--- config.mk ---
export PLATFORM = sky130hd
export DESIGN_NAME = pwm_duty_monitor
export DESIGN_NICKNAME = d
export VERILOG_FILES = /design/src/rtl/pwm_duty_monitor_pkg.sv /design/src/rtl/pwm_chan_meas.sv /design/src/rtl/pwm_duty_monitor.sv
export SDC_FILE = /design/constraint.sdc
export NUM_CORES = 1
export LEC_CHECK = 0
export ABC_AREA = 0
export CAP_MARGIN = 20
export CORE_AREA = 2 2 156 158
export DETAILED_ROUTE_END_ITERATION = 8
export DIE_AREA = 0 0 158 160
export GPL_TIMING_DRIVEN = 0
export PLACE_DENSITY = 0.86
export SLEW_MARGIN = 20
export SYNTH_ARGS = -nofsm -noshare
export SYNTH_HDL_FRONTEND = slang
export SYNTH_HIERARCHICAL = 1
export SYNTH_SLANG_ARGS = --single-unit
--- constraint.sdc ---
create_clock -name clk -period 6.4 [get_ports clk]
set_clock_uncertainty 0.1 [all_clocks]
set_input_delay 0.64 -clock clk [delete_from_list [all_inputs] [get_ports clk]]
set_output_delay 0.64 -clock clk [all_outputs]
set_load 0.02 [all_outputs]
--- src/rtl/pwm_duty_monitor_pkg.sv ---
// Shared definitions for the PWM duty monitor: channel FSM encoding and
// helpers for the all-ones saturation / full-scale constants.
package pwm_duty_monitor_pkg;

    typedef enum logic [1:0] {
        WAIT_EDGE = 2'd0,
        MEASURE   = 2'd1,
        STUCK     = 2'd2
    } chan_state_e;

    // All-ones value of a w-bit field, usable in constant expressions.
    function automatic int unsigned all_ones(input int unsigned w);
        return (w >= 32) ? 32'hFFFF_FFFF : ((32'd1 << w) - 32'd1);
    endfunction

    function automatic int unsigned sat_value(input int unsigned cnt_w);
        return all_ones(cnt_w);
    endfunction

    function automatic int unsigned full_scale(input int unsigned duty_w);
        return all_ones(duty_w);
    endfunction

endpackage

--- src/rtl/pwm_chan_meas.sv ---
// One PWM measurement channel: input synchronizer, period/high counters,
// duty averaging over 2^AVG_LOG2 periods and stuck-level detection.
module pwm_chan_meas
    import pwm_duty_monitor_pkg::*;
#(
    parameter int unsigned CNT_W    = 12,
    parameter int unsigned DUTY_W   = 8,
    parameter int unsigned AVG_LOG2 = 2
) (
    input  logic              clk,
    input  logic              rst_n,
    input  logic              clr,
    input  logic              pwm,
    output logic [DUTY_W-1:0] duty,
    output logic [CNT_W-1:0]  period,
    output logic              vld,
    output logic              stuck_hi,
    output logic              stuck_lo
);

    localparam int unsigned ACC_W = CNT_W + AVG_LOG2;
    localparam int unsigned N_W   = (AVG_LOG2 > 0) ? AVG_LOG2 : 1;
    localparam int unsigned CMP_W = (ACC_W > DUTY_W) ? ACC_W : DUTY_W;

    localparam logic [CNT_W-1:0]  CNT_SAT  = CNT_W'(sat_value(CNT_W));
    localparam logic [DUTY_W-1:0] DUTY_MAX = DUTY_W'(full_scale(DUTY_W));
    localparam logic [N_W-1:0]    N_LAST   = N_W'(all_ones(AVG_LOG2));

    logic s1, s2, s3;
    logic rise;

    chan_state_e       state, state_d;
    logic [CNT_W-1:0]  per_cnt, per_cnt_d;
    logic [CNT_W-1:0]  hi_cnt, hi_cnt_d;
    logic [ACC_W-1:0]  acc, acc_d;
    logic [N_W-1:0]    n, n_d;
    logic [DUTY_W-1:0] duty_d;
    logic [CNT_W-1:0]  period_d;
    logic              vld_d, stuck_hi_d, stuck_lo_d;

    logic [ACC_W-1:0]  sum;
    logic [CMP_W-1:0]  avg;
    logic [DUTY_W-1:0] duty_avg;

    // Synchronizer and edge-delay flops; only the hard reset clears them so
    // that clr while the input is high cannot fake a rising edge.
    always_ff @(posedge clk or negedge rst_n) begin
        if (!rst_n) begin
            s1 <= 1'b0;
            s2 <= 1'b0;
            s3 <= 1'b0;
        end else begin
            s1 <= pwm;
            s2 <= s1;
            s3 <= s2;
        end
    end

    assign rise     = s2 & ~s3;
    assign sum      = acc + ACC_W'(hi_cnt);
    assign avg      = CMP_W'(sum >> AVG_LOG2);
    assign duty_avg = (avg > CMP_W'(DUTY_MAX)) ? DUTY_MAX : DUTY_W'(avg);

    always_ff @(posedge clk or negedge rst_n) begin
        if (!rst_n) begin
            state    <= WAIT_EDGE;
            per_cnt  <= '0;
            hi_cnt   <= '0;
            acc      <= '0;
            n        <= '0;
            duty     <= '0;
            period   <= '0;
            vld      <= 1'b0;
            stuck_hi <= 1'b0;
            stuck_lo <= 1'b0;
        end else begin
            state    <= state_d;
            per_cnt  <= per_cnt_d;
            hi_cnt   <= hi_cnt_d;
            acc      <= acc_d;
            n        <= n_d;
            duty     <= duty_d;
            period   <= period_d;
            vld      <= vld_d;
            stuck_hi <= stuck_hi_d;
            stuck_lo <= stuck_lo_d;
        end
    end

    // Next-state and datapath update; a rise always wins over saturation.
    always_comb begin
        state_d    = state;
        per_cnt_d  = per_cnt;
        hi_cnt_d   = hi_cnt;
        acc_d      = acc;
        n_d        = n;
        duty_d     = duty;
        period_d   = period;
        vld_d      = vld;
        stuck_hi_d = stuck_hi;
        stuck_lo_d = stuck_lo;

        if (clr) begin
            state_d    = WAIT_EDGE;
            per_cnt_d  = '0;
            hi_cnt_d   = '0;
            acc_d      = '0;
            n_d        = '0;
            duty_d     = '0;
            period_d   = '0;
            vld_d      = 1'b0;
            stuck_hi_d = 1'b0;
            stuck_lo_d = 1'b0;
        end else begin
            case (state)
                WAIT_EDGE: begin
                    if (rise) begin
                        state_d   = MEASURE;
                        per_cnt_d = CNT_W'(1);
                        hi_cnt_d  = CNT_W'(1);
                        acc_d     = '0;
                        n_d       = '0;
                    end
                end
                MEASURE: begin
                    if (rise) begin
                        period_d  = per_cnt;
                        per_cnt_d = CNT_W'(1);
                        hi_cnt_d  = CNT_W'(1);
                        if (n == N_LAST) begin
                            n_d    = '0;
                            acc_d  = '0;
                            duty_d = duty_avg;
                            vld_d  = 1'b1;
                        end else begin
                            n_d   = n + N_W'(1);
                            acc_d = sum;
                        end
                    end else if (per_cnt == CNT_SAT) begin
                        state_d    = STUCK;
                        period_d   = CNT_SAT;
                        duty_d     = s2 ? DUTY_MAX : '0;
                        vld_d      = 1'b1;
                        stuck_hi_d = s2;
                        stuck_lo_d = ~s2;
                    end else begin
                        per_cnt_d = per_cnt + CNT_W'(1);
                        if (s2 && (hi_cnt != CNT_SAT)) begin
                            hi_cnt_d = hi_cnt + CNT_W'(1);
                        end
                    end
                end
                STUCK: begin
                    if (rise) begin
                        state_d    = MEASURE;
                        per_cnt_d  = CNT_W'(1);
                        hi_cnt_d   = CNT_W'(1);
                        acc_d      = '0;
                        n_d        = '0;
                        vld_d      = 1'b0;
                        stuck_hi_d = 1'b0;
                        stuck_lo_d = 1'b0;
                    end else begin
                        period_d   = CNT_SAT;
                        duty_d     = s2 ? DUTY_MAX : '0;
                        vld_d      = 1'b1;
                        stuck_hi_d = s2;
                        stuck_lo_d = ~s2;
                    end
                end
                default: state_d = WAIT_EDGE;
            endcase
        end
    end

endmodule

--- src/rtl/pwm_duty_monitor.sv ---
// Multi-channel PWM period/duty monitor: NCH independent channel meters
// packed onto flat output buses.
module pwm_duty_monitor
    import pwm_duty_monitor_pkg::*;
#(
    parameter int unsigned NCH      = 4,
    parameter int unsigned CNT_W    = 12,
    parameter int unsigned DUTY_W   = 8,
    parameter int unsigned AVG_LOG2 = 2
) (
    input  logic                    clk,
    input  logic                    rst_n,
    input  logic                    clr,
    input  logic [NCH-1:0]          pwm,
    output logic [NCH*DUTY_W-1:0]   duty,
    output logic [NCH*CNT_W-1:0]    period,
    output logic [NCH-1:0]          vld,
    output logic [NCH-1:0]          stuck_hi,
    output logic [NCH-1:0]          stuck_lo
);

    for (genvar i = 0; i < int'(NCH); i++) begin : g_chan
        pwm_chan_meas #(
            .CNT_W    (CNT_W),
            .DUTY_W   (DUTY_W),
            .AVG_LOG2 (AVG_LOG2)
        ) u_chan (
            .clk      (clk),
            .rst_n    (rst_n),
            .clr      (clr),
            .pwm      (pwm[i]),
            .duty     (duty[i*DUTY_W +: DUTY_W]),
            .period   (period[i*CNT_W +: CNT_W]),
            .vld      (vld[i]),
            .stuck_hi (stuck_hi[i]),
            .stuck_lo (stuck_lo[i])
        );
    end

endmodule

==> results of run 1 <==
power breakdown:
part / leakage [nW] / internal [mW] / switching, mW
Sequential: 3.64 / 1.78 / 0.0430
Combinational: 3.58 / 0.153 / 0.257
Clock: 0.481 / 1.03 / 0.691
Total: 7.70 / 2.96 / 0.991
cell families (layout without fill, tap and decap cells):
family          after synthesis  in the layout  synth area share [%]
compound gates              450            450                  19.9
xor+xnor                    106            106                  6.17
fa+ha+maj                    64             64                  5.52
buf+inv                     117            272                  3.49
flops                       272            272                  45.2
mux                          11             11                 0.781
simple gates                588            588                  18.9
routing by layer:
metal	wire length, um	share of wire [%]
met1	16200	45
met3	2020	5.6
met4	939	2.6
met5	0	0
met2	17000	47
path summary, 6_finish.rpt:
kind	end	slack (ns)
worst max-delay path	g_chan[0].u_chan/duty[4]$_DFFE_PN0P_	3.31
worst min-delay path	g_chan[3].u_chan/s2$_DFF_PN0_	0.25
worst max register to register	g_chan[0].u_chan/duty[4]$_DFFE_PN0P_	3.31
worst min register to register	g_chan[3].u_chan/s2$_DFF_PN0_	0.25
max in group asynchronous	g_chan[3].u_chan/acc[8]$_DFFE_PN0P_	4.55
min in group asynchronous	g_chan[2].u_chan/s1$_DFF_PN0_	0.51
cell usage in the layout, fill, tap and decap left out, types with 7 or more instances in the layout:
cell type / netlist / layout
dfrtp_1: 272 / 272
nor2_1: 211 / 211
nand2_1: 145 / 145
o21ai_0: 122 / 122
a21oi_1: 113 / 113
clkdlybuf4s50_1: 0 / 97
ha_1: 60 / 60
xor2_1: 58 / 58
nand3_1: 56 / 56
clkbuf_1: 45 / 53
xnor2_1: 48 / 48
inv_1: 44 / 44
nand4_1: 42 / 42
clkbuf_16: 0 / 29
a22o_1: 29 / 29
and3_1: 27 / 27
a31oi_1: 23 / 23
nor3_1: 17 / 17
nor2b_1: 15 / 15
buf_2: 15 / 15
nand2b_1: 15 / 15
a21o_1: 15 / 15
a22oi_1: 15 / 15
o21a_1: 15 / 15
o41ai_1: 14 / 14
o31ai_1: 13 / 13
o2111ai_1: 13 / 13
a211oi_1: 11 / 11
clkinv_2: 0 / 8
and2_1: 8 / 8
or3_1: 7 / 7
registers in the layout, summed over array words and instances (netlist names):
register                cells
g_chan.u_chan/per_cnt      48
g_chan.u_chan/stuck_lo      4
g_chan.u_chan/state         8
g_chan.u_chan/s3            4
g_chan.u_chan/n             8
g_chan.u_chan/stuck_hi      4
g_chan.u_chan/s1            4
g_chan.u_chan/vld           4
g_chan.u_chan/duty         32
g_chan.u_chan/acc          56
g_chan.u_chan/hi_cnt       48
g_chan.u_chan/s2            4
g_chan.u_chan/period       48
layout make-up:
| class | instances | area, um2 |
|---|---|---|
| Buffer | 71 | 353 |
| Clock buffer | 40 | 797 |
| Clock inverter | 13 | 169 |
| Fill cell | 1706 | 6310 |
| Inverter | 46 | 173 |
| Multi-Input combinational cell | 1219 | 7730 |
| Sequential cell | 272 | 6810 |
| Tap cell | 324 | 405 |
| Timing Repair Buffer | 102 | 1080 |
metrics by stage:
step	TNS (ns)	hold slack, ns	area [um2]	instances
3_5_place_dp	0	0.236	16500	2033
4_1_cts	0	0.250	17500	2087
2_1_floorplan	0	0.231	15100	1608
6_report	0	0.245	17500	2087
5_1_grt	0	0.251	17500	2087
3_3_place_gp	-1878.70	0.234	16400	2030
==> results.py, run 1 <==
metrics = {
    "setup_path": {
        "cp.required_ns": 6.69,
        "cp_top_family": "compound AO/OA/AOI/OAI gates",
        "crit_arrival_ns": 3.38,
        "cp_common_cell": "o41ai_4",
        "cp_slowest_cell": "o41ai_4",
        "crit_path_start_kind": "flop",
        "crit_fanout": 8,
        "r2r-start": "g_chan[0].u_chan/hi_cnt[0]$_DFFE_PN0P_",
        "path_depth": 10,
        "critical_path.startpoint": "g_chan[0].u_chan/hi_cnt[0]$_DFFE_PN0P_",
        "path_cells": "ha_1, inv_1, fa_1, nor2b_4, o211ai_2, a21oi_2, o41ai_4, xnor2_1, o41ai_4, o2111ai_1",
        "critical-path-max-stage-delay_ns": 0.64,
        "path_buf_inv": 1,
        "reg2reg_depth": 10,
        "crit_type": "reg2reg",
        "end_kind": "flop",
    },
    "synthesis": {
        "synth.area.top_cells": "dfrtp_1 (45%), nor2_1 (5.3%), ha_1 (5.0%), o21ai_0 (4.1%), a21oi_1 (3.8%)",
        "ys_types": 99,
        "synthFlopType": "dfrtp_1",
        "synth.top_cell.area_share_pct": 45.2,
        "syn-num-nets": 1679,
        "yosys.area.top_type": "dfrtp_1",
        "ys_seq_elements": 272,
        "async_flop_share_pct": 100,
        "yosysMostFrequentCell": "dfrtp_1",
        "seq_area_frac_synth_pct": 45.2,
        "synth_edf_count": 0,
        "syn_avg_cell_area_um2": 9.36,
        "netlist_top_cells_count": "dfrtp_1 (272), nor2_1 (211), nand2_1 (145), o21ai_0 (122), a21oi_1 (113)",
        "ys_warn_count": 6,
        "syn_area_um2": 15100,
        "synthCells": 1608,
    },
    "timing": {
        "hold_viol": 0,
        "fin_ws_ns": 3.31,
        "worst_slew_pin_slew_ns": 0.983,
        "rsz0062_at_grt": "false",
        "fin_crit_sh_pct": 48.3,
        "fmax_mhz": 323,
        "min_period_ns": 3.09,
        "slew_violations": 0,
        "maxSlewHeadroom_pct": 33.9,
        "setup_viol": 0,
    },
    "grt": {
        "busiest_layer": "met2",
        "grt_pass1_wl_um": 60600,
        "met1_usage_pct": 41.1,
        "grt_pass1_vias": 12400,
        "grt_max_degree": 91,
        "met2_usage_pct": 45.7,
        "grtUsageTotal_pct": 28.8,
        "use_met3_pct": 4.02,
        "grt_overflow_total": 0,
        "antenna_found_initial": 0,
    },
    "placed_design": {
        "post-place-ws_ns": 2.90,
        "dp_hpwl_um": 25400,
        "routabilityCongestion": 0.914,
        "port_buffers": 98,
    },
    "floorplan": {
        "die-area_um2": 25300,
        "io_pins": 99,
        "core_um2": 23800,
        "start_util_pct": 63.2,
        "die_h_um": 160,
        "num_rows": 57,
        "die_x_um": 158,
    },
    "job": {
        "max-cap-violations": 0,
    },
    "clock_tree": {
        "clockRootBuffer": "clkbuf_16",
        "clock-sinks": 272,
        "cts_buffers": 29,
        "htree_num_levels": 1,
        "postCtsHoldBufs": 1,
        "clk_pin_slew_worst_paths_ns": 0.06,
        "post-cts-setup-buffers": 0,
        "cts_buffer_depth": 3,
        "cts_tree": "yes",
        "cts_resized": 0,
        "clk_latency_ns": 0.55,
    },
    "route": {
        "drc_errors": 0,
        "drtPass1Iterations": 5,
        "wire_per_inst_um": 17.3,
        "drt_iter0_markers": 965,
        "vias": 12800,
        "via_per_inst": 6.15,
        "final_antenna_net_count": 0,
        "routed_wl_um": 36100,
    },
    "cells_and_area": {
        "fin_util_pct": 73.5,
        "insertedDiodeCount": 0,
        "layout-area-overhead-vs-synth_pct": 16.3,
        "nets": 1812,
        "layout-drive-gt1-share_pct": 7.03,
    },
    "hold_path": {
        "hold_depth": 0,
        "min_path_type": "reg2reg",
        "hold_start": "g_chan[3].u_chan/s1$_DFF_PN0_",
    },
    "outcome": {
        "status": "complete, no violations",
    },
    "power": {
        "ir_worst_vdd_uv": 228,
        "p_leak_nw": 7.70,
        "p_total_mw": 3.95,
        "p_per_area_nw_per_um2": 225,
    },
}
Note: power is estimated with default switching activity, not from simulation.
==> run 2: changes to the inputs <==
--- a/config.mk
+++ b/config.mk
@@ -7,11 +7,11 @@
 export LEC_CHECK = 0
 export ABC_AREA = 0
 export CAP_MARGIN = 20
-export CORE_AREA = 2 2 156 158
+export CORE_AREA = 2 2 162 164
 export DETAILED_ROUTE_END_ITERATION = 8
-export DIE_AREA = 0 0 158 160
+export DIE_AREA = 0 0 164 166
 export GPL_TIMING_DRIVEN = 0
-export PLACE_DENSITY = 0.86
+export PLACE_DENSITY = 0.81
 export SLEW_MARGIN = 20
 export SYNTH_ARGS = -nofsm -noshare
 export SYNTH_HDL_FRONTEND = slang
==> constraint.sdc (replaced) <==
create_clock -name clk -period 3.2 [get_ports clk]
set_clock_uncertainty 0.1 [all_clocks]
set_input_delay 0.32 -clock clk [delete_from_list [all_inputs] [get_ports clk]]
set_output_delay 0.32 -clock clk [all_outputs]
set_load 0.02 [all_outputs]
==> results.py, run 2 (synthesis gave the netlist of run 1 again) <==
metrics = {
    "cells_and_area": {
        "layout-drive-gt1-share_pct": 7.25,
        "largest_reg_flops": 56,
        "final_cell_count_no_fill": 2101,
        "layout-area-overhead-vs-synth_pct": 17.1,
        "regMostFlops": "g_chan.u_chan/acc",
        "multi_input_area_um2": 7730,
        "insertedDiodeCount": 0,
        "final_cell_mix": "dfrtp_1 (272), nor2_1 (211), nand2_1 (145)",
        "seq_area_um2": 6810,
        "fillers": 1956,
        "final_common_cell": "dfrtp_1",
        "nets": 1814,
        "fin_util_pct": 68.8,
    },
    "grt": {
        "use_met3_pct": 3.32,
        "met1_usage_pct": 38.0,
        "grt_max_degree": 81,
        "grt_pass1_wl_um": 60800,
        "grt_overflow_total": 0,
        "grtUsageTotal_pct": 26.7,
        "busiest_layer": "met2",
        "grt_pass1_vias": 12400,
        "antenna_found_initial": 0,
        "met2_usage_pct": 44.0,
    },
    "power": {
        "p_leak_nw": 7.74,
        "p_per_area_nw_per_um2": 459,
        "ir_worst_vdd_uv": 420,
    },
    "timing": {
        "fin_crit_sh_pct": 94.3,
        "min_period_ns": 3.02,
        "fmax_mhz": 332,
        "rsz0062_at_grt": "false",
        "setup_viol": 0,
        "maxSlewHeadroom_pct": 33.8,
        "worst_slew_pin_slew_ns": 0.984,
        "fin_ws_ns": 0.184,
        "slew_violations": 0,
        "hold_viol": 0,
    },
    "setup_path": {
        "crit_arrival_ns": 3.30,
        "crit_fanout": 8,
        "r2r-start": "g_chan[2].u_chan/hi_cnt[0]$_DFFE_PN0P_",
        "crit_type": "reg2reg",
        "crit_path_start_kind": "flop",
        "cp.required_ns": 3.48,
        "critical_path.startpoint": "g_chan[2].u_chan/hi_cnt[0]$_DFFE_PN0P_",
        "end_kind": "flop",
    },
    "placed_design": {
        "place_inst": 2044,
        "post-place-ws_ns": 0.0276,
        "port_buffers": 98,
        "routabilityCongestion": 0.899,
        "dp_hpwl_um": 25600,
    },
    "floorplan": {
        "die_h_um": 166,
        "num_rows": 59,
        "die-area_um2": 27200,
        "die_x_um": 164,
        "io_pins": 99,
        "core_um2": 25600,
        "start_util_pct": 58.8,
    },
    "clock_tree": {
        "htree_num_levels": 1,
        "cts_tree": "yes",
        "clock-sinks": 272,
        "clk_pin_slew_worst_paths_ns": 0.06,
        "clk_latency_ns": 0.55,
        "cts_buffer_depth": 3,
        "clockRootBuffer": "clkbuf_16",
        "cts_buffers": 30,
    },
    "route": {
        "final_antenna_net_count": 0,
        "drtPass1Iterations": 5,
        "vias": 12700,
        "drt_iter0_markers": 956,
        "wire_per_inst_um": 17.2,
        "drc_errors": 0,
        "via_per_inst": 6.06,
        "routed_wl_um": 36100,
    },
    "outcome": {
        "status": "complete, no violations",
    },
    "hold_path": {
        "min_path_type": "in2reg",
        "hold_start": "pwm[3]",
    },
    "job": {
        "max-cap-violations": 0,
    },
}
-- run 2: worst paths after layout --
path	end	slack, ns	depth (start not counted)
worst min-delay path	g_chan[3].u_chan/s1$_DFF_PN0_	0.11	1
max in group asynchronous	g_chan[1].u_chan/duty[0]$_DFFE_PN0P_	1.76	4
worst max-delay path	g_chan[2].u_chan/duty[0]$_DFFE_PN0P_	0.18	10
min in group asynchronous	g_chan[2].u_chan/acc[11]$_DFFE_PN0P_	0.18	2
worst max register to register	g_chan[2].u_chan/duty[0]$_DFFE_PN0P_	0.18	10
worst min register to register	g_chan[1].u_chan/s2$_DFF_PN0_	0.25	0
-- run 2: metal layers --
metal  vias up  part of all wire (%)
met5         -                     0
met3        58                   5.5
li1       6091                     -
met4         0                   1.7
met1      6178                    44
met2       408                    48
-- run 2: metrics by stage --
step	total power, mW	hold WS [ns]	setup TNS, ns	cell area, um2
finish	8.09	0.111	0	17600
global route	8.41	0.0935	0	17600
global placement	4.49	0.235	-2658.20	16500
CTS	8.18	0.0896	0	17600
detailed placement	4.52	0.162	0	16500
floorplan	4.12	-0.0756	0	15100
-- run 2: final cells by class --
type                            instances  share of cell area (%)
Sequential cell                       272                    38.6
Clock inverter                          8                   0.795
Inverter                               46                   0.980
Clock buffer                           47                    5.20
Tap cell                              335                    2.38
Buffer                                 71                    2.00
Timing Repair Buffer                  103                    6.16
Multi-Input combinational cell       1219                    43.9
-- run 2: worst max-delay path, cell delays in order, from the launching register on --
cell	delay, ns
dfrtp_1	0.45
ha_1	0.20
inv_1	0.05
fa_1	0.40
nand2b_1	0.18
a211oi_1	0.32
o21bai_1	0.21
a31oi_1	0.25
xnor2_1	0.15
o2111a_1	0.39
a31oi_1	0.14
-- run 2: power breakdown --
group	total, mW	switching [mW]	internal [mW]
Clock	3.63	1.36	2.27
Sequential	3.65	0.0950	3.55
Combinational	0.813	0.508	0.305
-- run 2: timing repair --
action | in CTS | in global routing
endpoints found under the hold margin | 49 | 0
setup buffers | 0 | 1
setup endpoints to repair | 0 | 13
hold buffers | 1 | 0
gates resized for setup | 0 | 1
